===== src/rtl/passageway_agent.sv =====
// passageway_agent
//   Reference plant for the passageway system-under-test. Samples the
//   environment moves each clock and advances a door/zone state machine:
//   CLOSED -> OPEN -> DOORSTEP, with zones 0..3 walked while on the doorstep.
//   A sticky fault latches when no progress is made for FAULT_LIMIT cycles
//   outside CLOSED. Every output is a decode of registered state.
//
//   Optional feature macro: PASSAGEWAY_AGENT_RETREAT_EN
//     When defined, an up+left move on the doorstep in zone 2 or 3 steps the
//     zone back by one.
//
// Parameters
//   FAULT_LIMIT : consecutive non-progress cycles before the fault latches
//   DWELL_MAX   : consecutive left moves on the doorstep before falling back
//   CNT_W       : stall/dwell counter width, 2**CNT_W > max(FAULT_LIMIT, DWELL_MAX)
//
// Ports
//   clk, rst                : clock, synchronous active-high reset
//   iup, iright             : environment moves (1 = up / right)
//   controllable_zone0..3   : one-hot current zone
//   controllable_open       : door open (OPEN or DOORSTEP)
//   controllable_doorstep   : agent on the doorstep
//   controllable_fault      : sticky stall fault
module passageway_agent #(
    parameter int unsigned FAULT_LIMIT = 12,
    parameter int unsigned DWELL_MAX   = 4,
    parameter int unsigned CNT_W       = 5
) (
    input  logic clk,
    input  logic rst,
    input  logic iup,
    input  logic iright,
    output logic controllable_zone0,
    output logic controllable_zone1,
    output logic controllable_zone2,
    output logic controllable_zone3,
    output logic controllable_open,
    output logic controllable_doorstep,
    output logic controllable_fault
);

    typedef enum logic [1:0] {
        ST_CLOSED   = 2'd0,
        ST_OPEN     = 2'd1,
        ST_DOORSTEP = 2'd2
    } st_e;

    localparam logic [CNT_W:0] FAULT_LIM_W = (CNT_W + 1)'(FAULT_LIMIT);
    localparam logic [CNT_W:0] DWELL_LIM_W = (CNT_W + 1)'(DWELL_MAX);

    st_e              st_q, st_d;
    logic [1:0]       zone_q, zone_d;
    logic [CNT_W-1:0] stall_q, stall_d;
    logic [CNT_W-1:0] dwell_q, dwell_d;
    logic             flt_q, flt_d;

    logic             advance;
    logic             retreat;
    logic [CNT_W:0]   stall_inc;
    logic [CNT_W:0]   dwell_inc;

    always_ff @(posedge clk) begin
        if (rst) begin
            st_q    <= ST_CLOSED;
            zone_q  <= '0;
            stall_q <= '0;
            dwell_q <= '0;
            flt_q   <= 1'b0;
        end else begin
            st_q    <= st_d;
            zone_q  <= zone_d;
            stall_q <= stall_d;
            dwell_q <= dwell_d;
            flt_q   <= flt_d;
        end
    end

    always_comb begin
        st_d      = st_q;
        zone_d    = zone_q;
        stall_d   = stall_q;
        dwell_d   = dwell_q;
        flt_d     = flt_q;
        advance   = 1'b0;
        stall_inc = {1'b0, stall_q} + 1'b1;
        dwell_inc = {1'b0, dwell_q} + 1'b1;
`ifdef PASSAGEWAY_AGENT_RETREAT_EN
        retreat   = (st_q == ST_DOORSTEP) && zone_q[1] && iup && !iright;
`else
        retreat   = 1'b0;
`endif

        if (!flt_q) begin
            unique case (st_q)
                ST_CLOSED: begin
                    dwell_d = '0;
                    if (!iup) st_d = ST_OPEN;
                end
                ST_OPEN: begin
                    dwell_d = '0;
                    if (iright)   st_d = ST_DOORSTEP;
                    else if (iup) st_d = ST_CLOSED;
                end
                ST_DOORSTEP: begin
                    if (retreat) begin
                        zone_d  = zone_q - 2'd1;
                        dwell_d = '0;
                    end else if (zone_q != 2'd3) begin
                        if (iright) begin
                            zone_d  = zone_q + 2'd1;
                            dwell_d = '0;
                            advance = 1'b1;
                        end else if (dwell_inc == DWELL_LIM_W) begin
                            st_d    = ST_OPEN;
                            dwell_d = '0;
                        end else if (dwell_q != '1) begin
                            dwell_d = dwell_inc[CNT_W-1:0];
                        end
                    end
                end
                default: st_d = ST_CLOSED;
            endcase

            // Progress (or sitting in CLOSED / zone 3) clears the stall count
            // before the fault test, so an advance beats a coincident fault.
            if (advance || retreat || zone_q == 2'd3 ||
                st_q == ST_CLOSED || st_d == ST_CLOSED) begin
                stall_d = '0;
            end else if (stall_inc == FAULT_LIM_W) begin
                flt_d = 1'b1;
                st_d  = ST_CLOSED;
            end else if (stall_q != '1) begin
                stall_d = stall_inc[CNT_W-1:0];
            end
        end
    end

    assign controllable_zone0    = (zone_q == 2'd0);
    assign controllable_zone1    = (zone_q == 2'd1);
    assign controllable_zone2    = (zone_q == 2'd2);
    assign controllable_zone3    = (zone_q == 2'd3);
    assign controllable_open     = (st_q == ST_OPEN) || (st_q == ST_DOORSTEP);
    assign controllable_doorstep = (st_q == ST_DOORSTEP);
    assign controllable_fault    = flt_q;

endmodule

===== config.mk =====
export PLATFORM = sky130hd
export DESIGN_NAME = passageway_agent
export DESIGN_NICKNAME = d
export VERILOG_FILES = /design/src/rtl/passageway_agent.sv
export SDC_FILE = /design/constraint.sdc
export NUM_CORES = 1
export LEC_CHECK = 0
export CAP_MARGIN = 20
export CORE_UTILIZATION = 49
export CTS_CLUSTER_SIZE = 14
export DETAILED_ROUTE_END_ITERATION = 7
export PLACE_DENSITY = 0.74
export SYNTH_ARGS = -nofsm -noshare
export SYNTH_HDL_FRONTEND = slang
export SYNTH_SLANG_ARGS = --single-unit
export TNS_END_PERCENT = 30

===== constraint.sdc =====
create_clock -name clk -period 2.8 [get_ports clk]
set_input_delay 0.56 -clock clk [delete_from_list [all_inputs] [get_ports clk]]
set_output_delay 0.56 -clock clk [all_outputs]
set_load 0.005 [all_outputs]

Word level (Yosys, flattened, before mapping)
Index checks and enable logic that the tools add are counted.

operators by class
  mux-type cells = 25
  add/subtract/negate cells = 3
  eq/ne operators = 13
  bitwise operators = 1
  reduce and logical (&&, ||, !) cells = 13

operators by type and width
  operator                                                         count
  5-bit 2-to-1 mux                                                 7
  2-bit 2-to-1 mux                                                 9
  5-bit by 1-bit adder with 6-bit output, second input constant    2
  5-bit != test, second input constant                             2
  5-bit one-hot mux with 2 select lines                            1
  4-bit AND reduction                                              2
  1-bit 2-to-1 mux                                                 7
  2-bit == test, second input constant                             3
  6-bit by 3-bit == test with 1-bit output, second input constant  1
  6-bit by 4-bit == test with 1-bit output, second input constant  1
  2-bit logical NOT                                                3
  2-bit one-hot mux with 3 select lines                            1
  2-bit by 1-bit == test with 1-bit output, second input constant  2
  1-bit logical OR                                                 4
  2-bit != test, second input constant                             2
  4-bit by 2-bit != test with 1-bit output, second input constant  1
  2-bit nonzero test                                               2
  3-bit AND reduction                                              1
  2-bit by 1-bit adder with 2-bit output, second input constant    1
  2-bit by 1-bit != test with 1-bit output, second input constant  1
  2-bit OR reduction                                               1
  1-bit inverter                                                   1

storage, ports and cells
  output and inout port bits = 7
  register bits = 15
  logic and storage cells = 60
  input port bits = 4

Longest topological paths before layout
Gate-level depths: netlist of the first run.

  depth after elaboration = 11
  depth in mapped cells = 8
  gate-level depth less buffers = 8

Worst setup path before layout of the first run
No wires, ideal clock.

  path type = register to register
  start point = register dwell_q[0]
  end point = register dwell_q[3]
  data arrival time = 2.692 ns
  clock period less this slack = 2.762 ns
  data required time = 2.730 ns
  cell stages (with the launch flop) = 9
  library setup time = 0.070 ns
  slack = 0.038 ns
  path buffers = 0
  path through = dfxtp_1 -> ha_1 -> and3_2 -> ha_1 -> or4b_4 -> a31o_1 -> a211o_4 -> or4_1 -> a21oi_1

between the ends
  word-level cells in the longest chain between the ends = 6
  elaborated cells between the ends (all ways) = 10
  classes of those cells = add/sub (1); eq/ne (3); mux (5); reduce/logical (1)

ends and longest elaborated chain
  item                                                                                 line      text
  start, declared                                                                      54        logic [CNT_W-1:0] dwell_q, dwell_d;
  start signal, assigned                                                               73        dwell_q <= dwell_d;
  5-bit by 1-bit adder with 6-bit output                                               86        dwell_inc = {1'b0, dwell_q} + 1'b1;
  6-bit by 3-bit == test with 1-bit output / 5-bit 2-to-1 mux (equally long branches)  113, 116
  5-bit 2-to-1 mux                                                                     113       end else if (dwell_inc == DWELL_LIM_W) begin
  5-bit 2-to-1 mux                                                                     109       if (iright) begin
  5-bit 2-to-1 mux                                                                     108       end else if (zone_q != 2'd3) begin
  5-bit one-hot mux with 2 select lines                                                94        unique case (st_q)

Several ways; a longest one is shown, not always the timed one. The select of a mux whose other input is x is not followed.
A chain may end at the register's enable or synchronous reset.

Worst setup path after layout of the first run
  start point = register dwell_q[1]
  end point = register dwell_q[0]

between the ends
  word-level cells in the longest chain between the ends = 6
  elaborated cells between the ends (all ways) = 9
  classes of those cells = add/sub (1); eq/ne (3); mux (4); reduce/logical (1)

ends and longest elaborated chain
  item                                      line
  5-bit by 1-bit adder with 6-bit output    86
  6-bit by 3-bit == test with 1-bit output  113
  5-bit 2-to-1 mux                          113
  5-bit 2-to-1 mux                          109
  5-bit 2-to-1 mux                          108
  5-bit one-hot mux with 2 select lines     94

Several ways; a longest one is shown, not always the timed one. The select of a mux whose other input is x is not followed.

==> results of run 1 <==
-- metal layers --
| layer | share of wire, % | vias up | global-route usage (%) |
|---|---|---|---|
| li1 | - | 474 | - |
| met2 | 50 | 18 | 38.33 |
| met1 | 46 | 429 | 25.58 |
| met3 | 2.6 | 4 | 3.462 |
| met4 | 0.97 | 0 | 8.571 |
| met5 | 0 | - | 0 |
-- power breakdown --
group / internal, mW / switching, mW
registers: 0.219 / 0.00663
clock network: 0.0553 / 0.0683
logic: 0.0580 / 0.0617
-- sequential cells by signal, summed over array words and instances (netlist names) --
name                count
dwell_q                 5
stall_q                 5
st_q                    2
zone_q                  2
controllable_fault      1
-- logic make-up (layout without fill, tap and decap cells) --
| kind of cell | Yosys count | in the layout | share of synthesized area, % |
|---|---|---|---|
| xor+xnor | 1 | 1 | 0.8763 |
| compound gates | 28 | 28 | 19.90 |
| fa+ha+maj | 12 | 12 | 15.02 |
| simple gates | 46 | 46 | 26.53 |
| mux | 2 | 2 | 2.128 |
| buf+inv | 14 | 37 | 5.506 |
| flops | 15 | 15 | 30.04 |
-- Yosys cell counts --
master,count,area (µm²)
dfxtp_1,15,300.3
ha_1,12,150.1
nand2_1,12,45.04
inv_1,11,41.29
a21oi_1,10,50.05
nor2_1,6,22.52
nand2b_1,4,25.02
a31oi_1,3,18.77
nand3_1,3,15.01
o21ai_0,3,15.01
or3_2,3,22.52
and3_1,2,12.51
nand4_1,2,12.51
nor2b_1,2,12.51
nor3_1,2,10.01
nor4b_1,2,17.52
o32ai_1,2,17.52
a211o_4,1,17.52
a211oi_1,1,7.510
a21boi_0,1,7.510
a31o_1,1,8.760
a32oi_1,1,8.760
and3_2,1,7.510
buf_2,1,5.000
clkbuf_1,1,3.750
clkbuf_2,1,5.000
mux2_2,1,11.26
mux2i_1,1,10.01
nand3b_1,1,7.510
nor3b_1,1,7.510
nor4bb_1,1,10.01
o211ai_1,1,7.510
o211ai_2,1,12.51
o311a_2,1,11.26
o311ai_0,1,8.760
o31ai_1,1,7.510
or2_2,1,6.260
or4_1,1,7.510
or4b_1,1,10.01
or4b_4,1,13.76
xnor2_1,1,8.760
-- per-stage QoR --
step	power (mW)	worst slack [ns]	setup TNS, ns	instances
finish	0.4694	0.02387	0	166
global route	0.4969	-0.03645	-0.03645	166
CTS	0.4717	0.01879	0	163
detailed placement	0.3474	-0.01741	-0.01917	158
global placement	0.3454	0.04197	0	158
floorplan	0.3025	0.03794	0	118
-- area by class of cell --
type | instances | area share [%]
tap | 25 | 2.451
timing repair buffer | 22 | 14.90
clock buffer | 4 | 2.059
multi-input combinational | 89 | 53.63
sequential | 15 | 23.73
inverter | 11 | 3.235
-- worst reg2reg max path, cell delays in order (launching register included) --
cell and delay (ns):
dfxtp_2 0.35, ha_4 0.16, and3_4 0.18, ha_4 0.21
or4b_4 0.53, a31o_1 0.24, a211o_4 0.37, or4b_1 0.54
a21oi_1 0.13
-- final timing paths --
| path | start | end | slack [ns] | cells after the start |
|---|---|---|---|---|
| setup / recovery | dwell_q[1] | dwell_q[0] | 0.02 | 8 |
| hold / removal | stall_q[4] | stall_q[4] | 0.48 | 2 |
| setup reg to reg | dwell_q[1] | dwell_q[0] | 0.02 | 8 |
| hold reg to reg | stall_q[4] | stall_q[4] | 0.48 | 2 |
-- what timing repair did --
item | in CTS | in global routing
setup endpoints to repair | 3 | 9
hold endpoints to repair | 0 | 0
resized for setup | 0 | 9
buffers inserted | 1 | 3
pin swaps | 2 | 7
hold buffers | 0 | 0
==> impl_results.md, run 1 <==
- Status: completed
- HPWL after DPL: between 1 and 1.5 mm
- WL per Instance: between 10 and 15 µm
- FP Rows: 15
- Routed WL: 2.269 mm
- Multi-input gate area: 684.4 µm²
- H-tree depth: 1
- Cell count after synthesis: 118
- Worst Path Arrival: 2.98 ns
- Sequential cell area: ~300 µm²
- Design area: 1276 µm²
- Netlist cell types: 41
- Bufs on Longest Clock Path: 2
- Worst Skew: ~0.0078 ns
- Nets: 158
- Peak supply drop: 350.9 µV
- Most used cell, CP: ha_4
- Reg clk slew, reported paths: around 0.09 ns
- I/O Pins: 11
- Layout cells sized above 1: 22.70%
- Nature of the critical path endpoint: register
- Syn_nets: roughly 130
- Worst path max stage delay: roughly 0.54 ns
- Die height: 47.17 µm
- Yosys reg bits: 15
- Fmax: about 360 MHz
- CTS Sinks: 15
- Initial core utilization: 54.91%
- First-pass GRT wire length: around 3.4 mm
- Synth warnings: 0
- Initial antenna violation count: 0
- Fillers: 155
- IO Port Bufs: 10
- Total track usage: between 20% and 30%
- Final count of negative-setup-slack endpoints: 0
- Clk_lat worst skew: between 0.2 and 0.3 ns
- Register area share after synthesis: 30.04%
- CP cell instances: ha_4, and3_4, ha_4, or4b_4, a31o_1, a211o_4, or4b_1, a21oi_1
- Critical path class: register to register
- Measured slew at the worst slew-check pin: about 0.65 ns
- Pwr dens: 367.8 nW/µm²
- Most frequent cells in the layout: dfxtp_1, nand2_1, buf_4
- Final Critical Period: 2.776 ns
- Vias per std cell: 5.572
- Vias in the first global route: 826
- Slew headroom: 56.78%
- Delay-heaviest family, CP: simple AND/OR/NAND/NOR gates
- Critical path's slowest cell: or4b_1
- CTS tree: yes
- Final hold vios: 0
- ANT nets after route: 0
- Final period util: 99.15%
- Final core utilization: 70.10%
- Critical path buffers and inverters: 0
- Synth-to-Final Area Change: 27.66%
- Core area: roughly 1800 µm²
- Final Slew Violations: 0
- Die ar.: 2225 µm²
- Type of origin of the critical path: register
- CTS Buf Count: 3
- Ant. Diodes: 0
- GP Congestion: 0.8129
- Initial DRC Count: 13
- Largest net degree at the start of global routing: 18
- Most common cell after layout, fill and taps aside: dfxtp_1
- CTS root buffer: clkbuf_4
- Critical Path RT: roughly 3 ns
- DRC: 0
- Min-Delay Path Class: register to register
- RSZ-0062 raised after global routing: true
- Crit path max fanout: 8
- Worst Hold Slack: around 0.48 ns
- Drt pass-1 iters: 4
- Grt ovf: 0
- Max-cap violations: 0
- Leakage: 0.4806 nW
- Netlist Area Pre-Place: 999.7 µm²
- Placed Area: 1177 µm²
- Mean Syn Cell Area: between 8 and 9 µm²
- Die W: 47.17 µm
- Detailed-route via count: 925
Power figures use the tool's default switching activity.
==> run 2: changes to the inputs <==
Settings changed: CORE_MARGIN set to 4.
==> impl_results.md, run 2 (same netlist as run 1, synthesis figures left out) <==
- Status: completed
- Pwr dens: 381.7 nW/µm² (+3.8%)
- CTS Sinks: 15 (unchanged)
- Overall power: 480.0 µW (+2.2%)
- IO Port Bufs: 10 (unchanged)
- Die height: 53.17 µm (+13%)
- Die W: 53.17 µm (+13%)
- Synth-to-Final Area Change: 25.78%
- Post-CTS Hold Buffers: 0 (unchanged)
- Final period util: 98.58% (-0.56 points)
- Initial DRC Count: 19 (+6)
- I/O Pins: 11 (unchanged)
- Critical path's slowest cell: or4b_4
- FP Rows: 16 (+1)
- Nature of the critical path endpoint: register
- Slew headroom: 57.83% (+1.1 points)
- Vias per std cell: 5.558 (-0.26%)
- Final Critical Period: 2.760 ns (-0.01575 ns)
- Top flop regs: dwell_q (5), stall_q (5)
- Detailed-route via count: 917 (-0.86%)
- Final Slew Violations: 0 (unchanged)
- Die ar.: 2827 µm² (+27%)
- CTS Buf Count: 3 (unchanged)
- Core area: 1942 µm² (+6.7%)
- Worst Skew: 0.006022 ns (-0.001808 ns)
- Final count of negative-setup-slack endpoints: 0 (unchanged)
- Reg clk slew, reported paths: 0.09 ns (about the same)
- DRC: 0 (unchanged)
- Grt ovf: 0 (unchanged)
- Ant. Diodes: 0 (unchanged)
- ANT nets after route: 0 (unchanged)
- CTS tree: yes
- Worst Hold Slack: 0.4885 ns (+0.004929 ns)
- Measured slew at the worst slew-check pin: 0.6306 ns (-0.01572 ns)
- Logic pwr share: 26.5% (+1.0 points)
- Final hold vios: 0 (unchanged)
- Bufs on Longest Clock Path: 2 (unchanged)
- P_int: 336.9 µW (+1.2%)
- Vias in the first global route: 819 (-0.85%)
- Drt pass-1 iters: 4 (unchanged)
- Nets: 155 (-1.9%)
- Crit path max fanout: 5 (-3)
- Critical Path RT: 3.00 ns (about the same)
- Max-cap violations: 0 (unchanged)
- GP Congestion: 0.7748 (-4.7%)
- Routed WL: 2.230 mm (-1.7%)
- First-pass GRT wire length: 3.560 mm (+5.5%)
- Fmax: 362.3 MHz (+0.57%)
- Total track usage: 17.26% (-4.2 points)
- NetSw: 143.1 µW (+4.7%)
- Clk_lat worst skew: 0.28 ns (about the same)
- Critical path class: register to register
- Leakage: 0.4679 nW (-2.6%)
- CTS root buffer: clkbuf_4
- Min-Delay Path Class: register to register
- Largest net degree at the start of global routing: 18 (unchanged)
- Type of origin of the critical path: register
- Worst Path Arrival: 2.96 ns (-0.02 ns)
- Initial antenna violation count: 0 (unchanged)
- Most common cell after layout, fill and taps aside: dfxtp_1
- HPWL after DPL: 1.546 mm (+3.7%)
- Initial core utilization: 51.48% (-3.4 points)
- Most frequent cells in the layout: dfxtp_1, nand2_1, inv_1
- CP cell instances: ha_2, and3_4, ha_4, or4b_4, a31o_1, a211o_4, or4b_1, a21oi_2
- Peak supply drop: 289.8 µV (-17%)
- Worst path max stage delay: 0.54 ns (about the same)
- Net Sw Frac: 29.81% (+0.71 points)
- Flop pwr share: 47.3% (-0.9 points)
- Layout cells sized above 1: 21.01% (-1.7 points)
- WL per Instance: 13.52 µm (-1.1%)
- H-tree depth: 1 (unchanged)
- Clock group share of total power: 26.2% (about the same)
## run 2: changes by cell type in the layout (fill, tap and decap cells not counted)
cell / delta
o211ai_2: -1
a211o_2: +1
o211ai_4: +1
ha_4: -1
ha_2: +1
buf_4: -4
## run 2: timing repair
item,in CTS,in global routing
gates cloned,1,0
hold endpoints to repair,0,0
setup buffers,0,1
endpoints found under the setup margin,3,7
pin swaps,3,4
gates resized for setup,1,8
## run 2: path summary, 6_finish.rpt
kind,start,endpoint,slack [ns],cells past startpoint
max,dwell_q[1],dwell_q[0],0.04,8
min,dwell_q[1],dwell_q[1],0.49,2
max reg2reg,dwell_q[1],dwell_q[0],0.04,8
min reg2reg,dwell_q[1],dwell_q[1],0.49,2
## run 2: critical path, delay by kind of cell (launching register included)
kind / cells / cell delay (ns)
AND/OR/NAND/NOR: 3 / 1.22
AO/OA/AOI/OAI: 3 / 0.76
adder cells (fa/ha/maj): 2 / 0.36
flip-flops: 1 / 0.35
## run 2: power by group through the flow
stage	clock [mW]	sequential, mW	combinational, mW
after global routing	0.141	0.228	0.140
after floorplan	0	0.230	0.0727
after CTS	0.130	0.227	0.120
after detailed placement	0	0.232	0.118
final	0.126	0.227	0.127
after global placement	0	0.231	0.115
## run 2: final cells by class
class / instances / area [µm²]
multi-input combinational: 90 / 693.2
fill: 178 / 684.4
sequential: 15 / 302.8
timing repair buffer: 18 / 160.2
inverter: 11 / 41.29
tap: 27 / 33.78
clock buffer: 4 / 26.28
## run 2: through the flow
| stage | instance area (µm²) | std cells | setup WS (ns) | TNS, ns | utilization [%] |
|---|---|---|---|---|---|
| final | 1257 | 165 | 0.03963 | 0 | 64.76 |
| after global routing | 1257 | 165 | -0.01131 | -0.02259 | 64.76 |
| after CTS | 1212 | 164 | 0.005130 | 0 | 62.44 |
| after detailed placement | 1172 | 159 | -0.05028 | -0.09462 | 60.37 |
| after global placement | 1172 | 159 | 0.03628 | 0 | 60.37 |
| after floorplan | 999.7 | 118 | 0.03794 | 0 | - |
## run 2: layer usage
| metal | routed length [µm] | GRT usage [%] | share of wire (%) |
|---|---|---|---|
| met1 | 1041 | 21.29 | 47 |
| met2 | 1114 | 29.34 | 50 |
| met3 | 64 | 3.380 | 2.9 |
| met4 | 10 | 6.383 | 0.45 |
| met5 | 0 | 0 | 0 |
==> run 3: changes to the inputs <==
--- a/config.mk
+++ b/config.mk
@@ -9,6 +9,6 @@
 export CORE_MARGIN = 4
-export CORE_UTILIZATION = 49
+export CORE_UTILIZATION = 40
 export CTS_CLUSTER_SIZE = 14
 export DETAILED_ROUTE_END_ITERATION = 7
-export PLACE_DENSITY = 0.74
+export PLACE_DENSITY = 0.62
 export SYNTH_ARGS = -nofsm -noshare
==> constraint.sdc (replaced) <==
create_clock -name clk -period 2.24 [get_ports clk]
set_input_delay 0.336 -clock clk [delete_from_list [all_inputs] [get_ports clk]]
set_output_delay 0.336 -clock clk [all_outputs]
set_load 0.005 [all_outputs]
==> impl_results.md, run 3 (same netlist as run 1, synthesis figures left out) <==
- Status: finished, violations left
- Violated checks: setup timing
- Nature of the critical path endpoint: register
- Hold Path Depth: 2 (unchanged)
- Initial antenna violation count: 0 (unchanged)
- Worst Path Arrival: 2.88 ns (-0.08 ns)
- GP Congestion: 0.8158 (+5.3%)
- Total track usage: 15.36% (-1.9 points)
- IO Port Bufs: 10 (unchanged)
- Detailed-route via count: 953 (+3.9%)
- Layout cells sized above 1: 26.21% (+5.2 points)
- Final core utilization: 58.77% (-6.0 points)
- Initial core utilization: 43.52% (-8.0 points)
- Pwr dens: 452.9 nW/µm² (+19%)
- WL per Instance: 13.88 µm (+2.7%)
- Most frequent cells in the layout: buf_4, dfxtp_1, nand2_1
- Fmax: 374.0 MHz (+3.2%)
- Top flop regs: dwell_q (5), stall_q (5)
- CTS Buf Count: 3 (unchanged)
- HPWL after DPL: 1.650 mm (+6.7%)
- Slew headroom: 57.74% (-0.089 points)
- Final period util: 119.4% (+21 points)
- FP Rows: 17 (+1)
- Die ar.: 3363 µm² (+19%)
- Measured slew at the worst slew-check pin: 0.6319 ns (+0.001332 ns)
- TNS Setup: -3.612 ns (-3.612 ns)
- Routed WL: 2.402 mm (+7.7%)
- Vias in the first global route: 927 (+13%)
- Largest net degree at the start of global routing: 18 (unchanged)
- RSZ-0062 raised after global routing: true
- Die W: 57.99 µm (+9.1%)
- Worst Reg-to-Reg Cells: 8 (unchanged)
- Critical Path RT: 2.45 ns (-0.55 ns)
- Bufs on Longest Clock Path: 2 (unchanged)
- Core area: 2297 µm² (+18%)
- Drt pass-1 iters: 4 (unchanged)
- CTS root buffer: clkbuf_4
- I/O Pins: 11 (unchanged)
- H-tree depth: 1 (unchanged)
- DRC: 0 (unchanged)
- Grt ovf: 0 (unchanged)
- Leakage: 0.5079 nW (+8.5%)
- First-pass GRT wire length: 4.057 mm (+14%)
- Critical path class: register to register
- Fillers: 216 (+21%)
- Die height: 57.99 µm (+9.1%)
- Max-cap violations: 0 (unchanged)
- Reg clk slew, reported paths: 0.09 ns (about the same)
- Vias per std cell: 5.509 (-0.88%)
- Most common cell after layout, fill and taps aside: buf_4
- ANT nets after route: 0 (unchanged)
- Peak supply drop: 290.5 µV (+0.26%)
- Crit path max fanout: 5 (unchanged)
- Post-route insts no fill: 173 (+4.8%)
- CTS tree: yes
- Final count of negative-setup-slack endpoints: 12 (+12)
- Type of origin of the critical path: register
- Min-Delay Path Class: register to register
- Synth-to-Final Area Change: 35.04%
- Final Critical Period: 2.674 ns (-0.08632 ns)
- Final Slew Violations: 0 (unchanged)
- CTS Sinks: 15 (unchanged)
- Final hold vios: 0 (unchanged)
- Ant. Diodes: 0 (unchanged)
- Clk_lat worst skew: 0.28 ns (about the same)
- Initial DRC Count: 23 (+4)
- Nets: 162 (+4.5%)
- Final WS setup: -0.4341 ns (-0.4737 ns)
- Cells after DPL: 166 (+4.4%)
- Worst Skew: 0.006659 ns (+0.0006372 ns)
[run 3: cell type report]
class	instances	area [µm²]	share of cell area, %
clock buffers	4	26.28	1.946
inverters	11	41.29	3.058
multi-input cells	90	732.0	54.22
flip-flops and latches	15	302.8	22.43
well taps	28	35.03	2.595
repair buffers	25	212.7	15.76
[run 3: worst max-delay path: stages (launching register included)]
cell     delay, ns
dfxtp_2       0.34
ha_4          0.15
and3_4        0.18
ha_4          0.21
or4b_4        0.53
a31o_1        0.22
a211o_4       0.35
or4_4         0.49
a21oi_2       0.13
[run 3: path summary, 6_finish.rpt]
| check | from | end | slack (ns) |
|---|---|---|---|
| worst max-delay path | dwell_q[1] | dwell_q[3] | -0.43 |
| worst min-delay path | stall_q[4] | stall_q[4] | 0.48 |
| worst max register to register | dwell_q[1] | dwell_q[3] | -0.43 |
| worst min register to register | stall_q[4] | stall_q[4] | 0.48 |
[run 3: metrics by stage]
step	instance area (µm²)	worst slack (ns)	total power, mW	hold slack [ns]
floorplan	1031	-0.3268	0.3783	0.4587
global placement	1250	-0.3549	0.4360	0.4726
detailed placement	1250	-0.4020	0.4402	0.4726
CTS	1316	-0.4182	0.6184	0.4868
global route	1350	-0.4878	0.6530	0.5063
finish	1350	-0.4341	0.6114	0.4838
[run 3: power breakdown]
part / switching (mW) / internal, mW
clock: 0.0862 / 0.0691
sequential: 0.00936 / 0.274
combinational: 0.0852 / 0.0872
[run 3: repair_timing]
item | in CTS | in global routing
gates resized for setup | 2 | 8
cloned | 1 | 0
setup endpoints to repair | 11 | 13
pin swaps | 3 | 4
setup buffers | 2 | 1
hold buffers | 0 | 0
[run 3: layer usage]
layer	track usage, %	share of wire [%]
met1	19.68	49
met2	25.16	45
met3	3.118	4.7
met4	5.960	1.2
met5	0	0
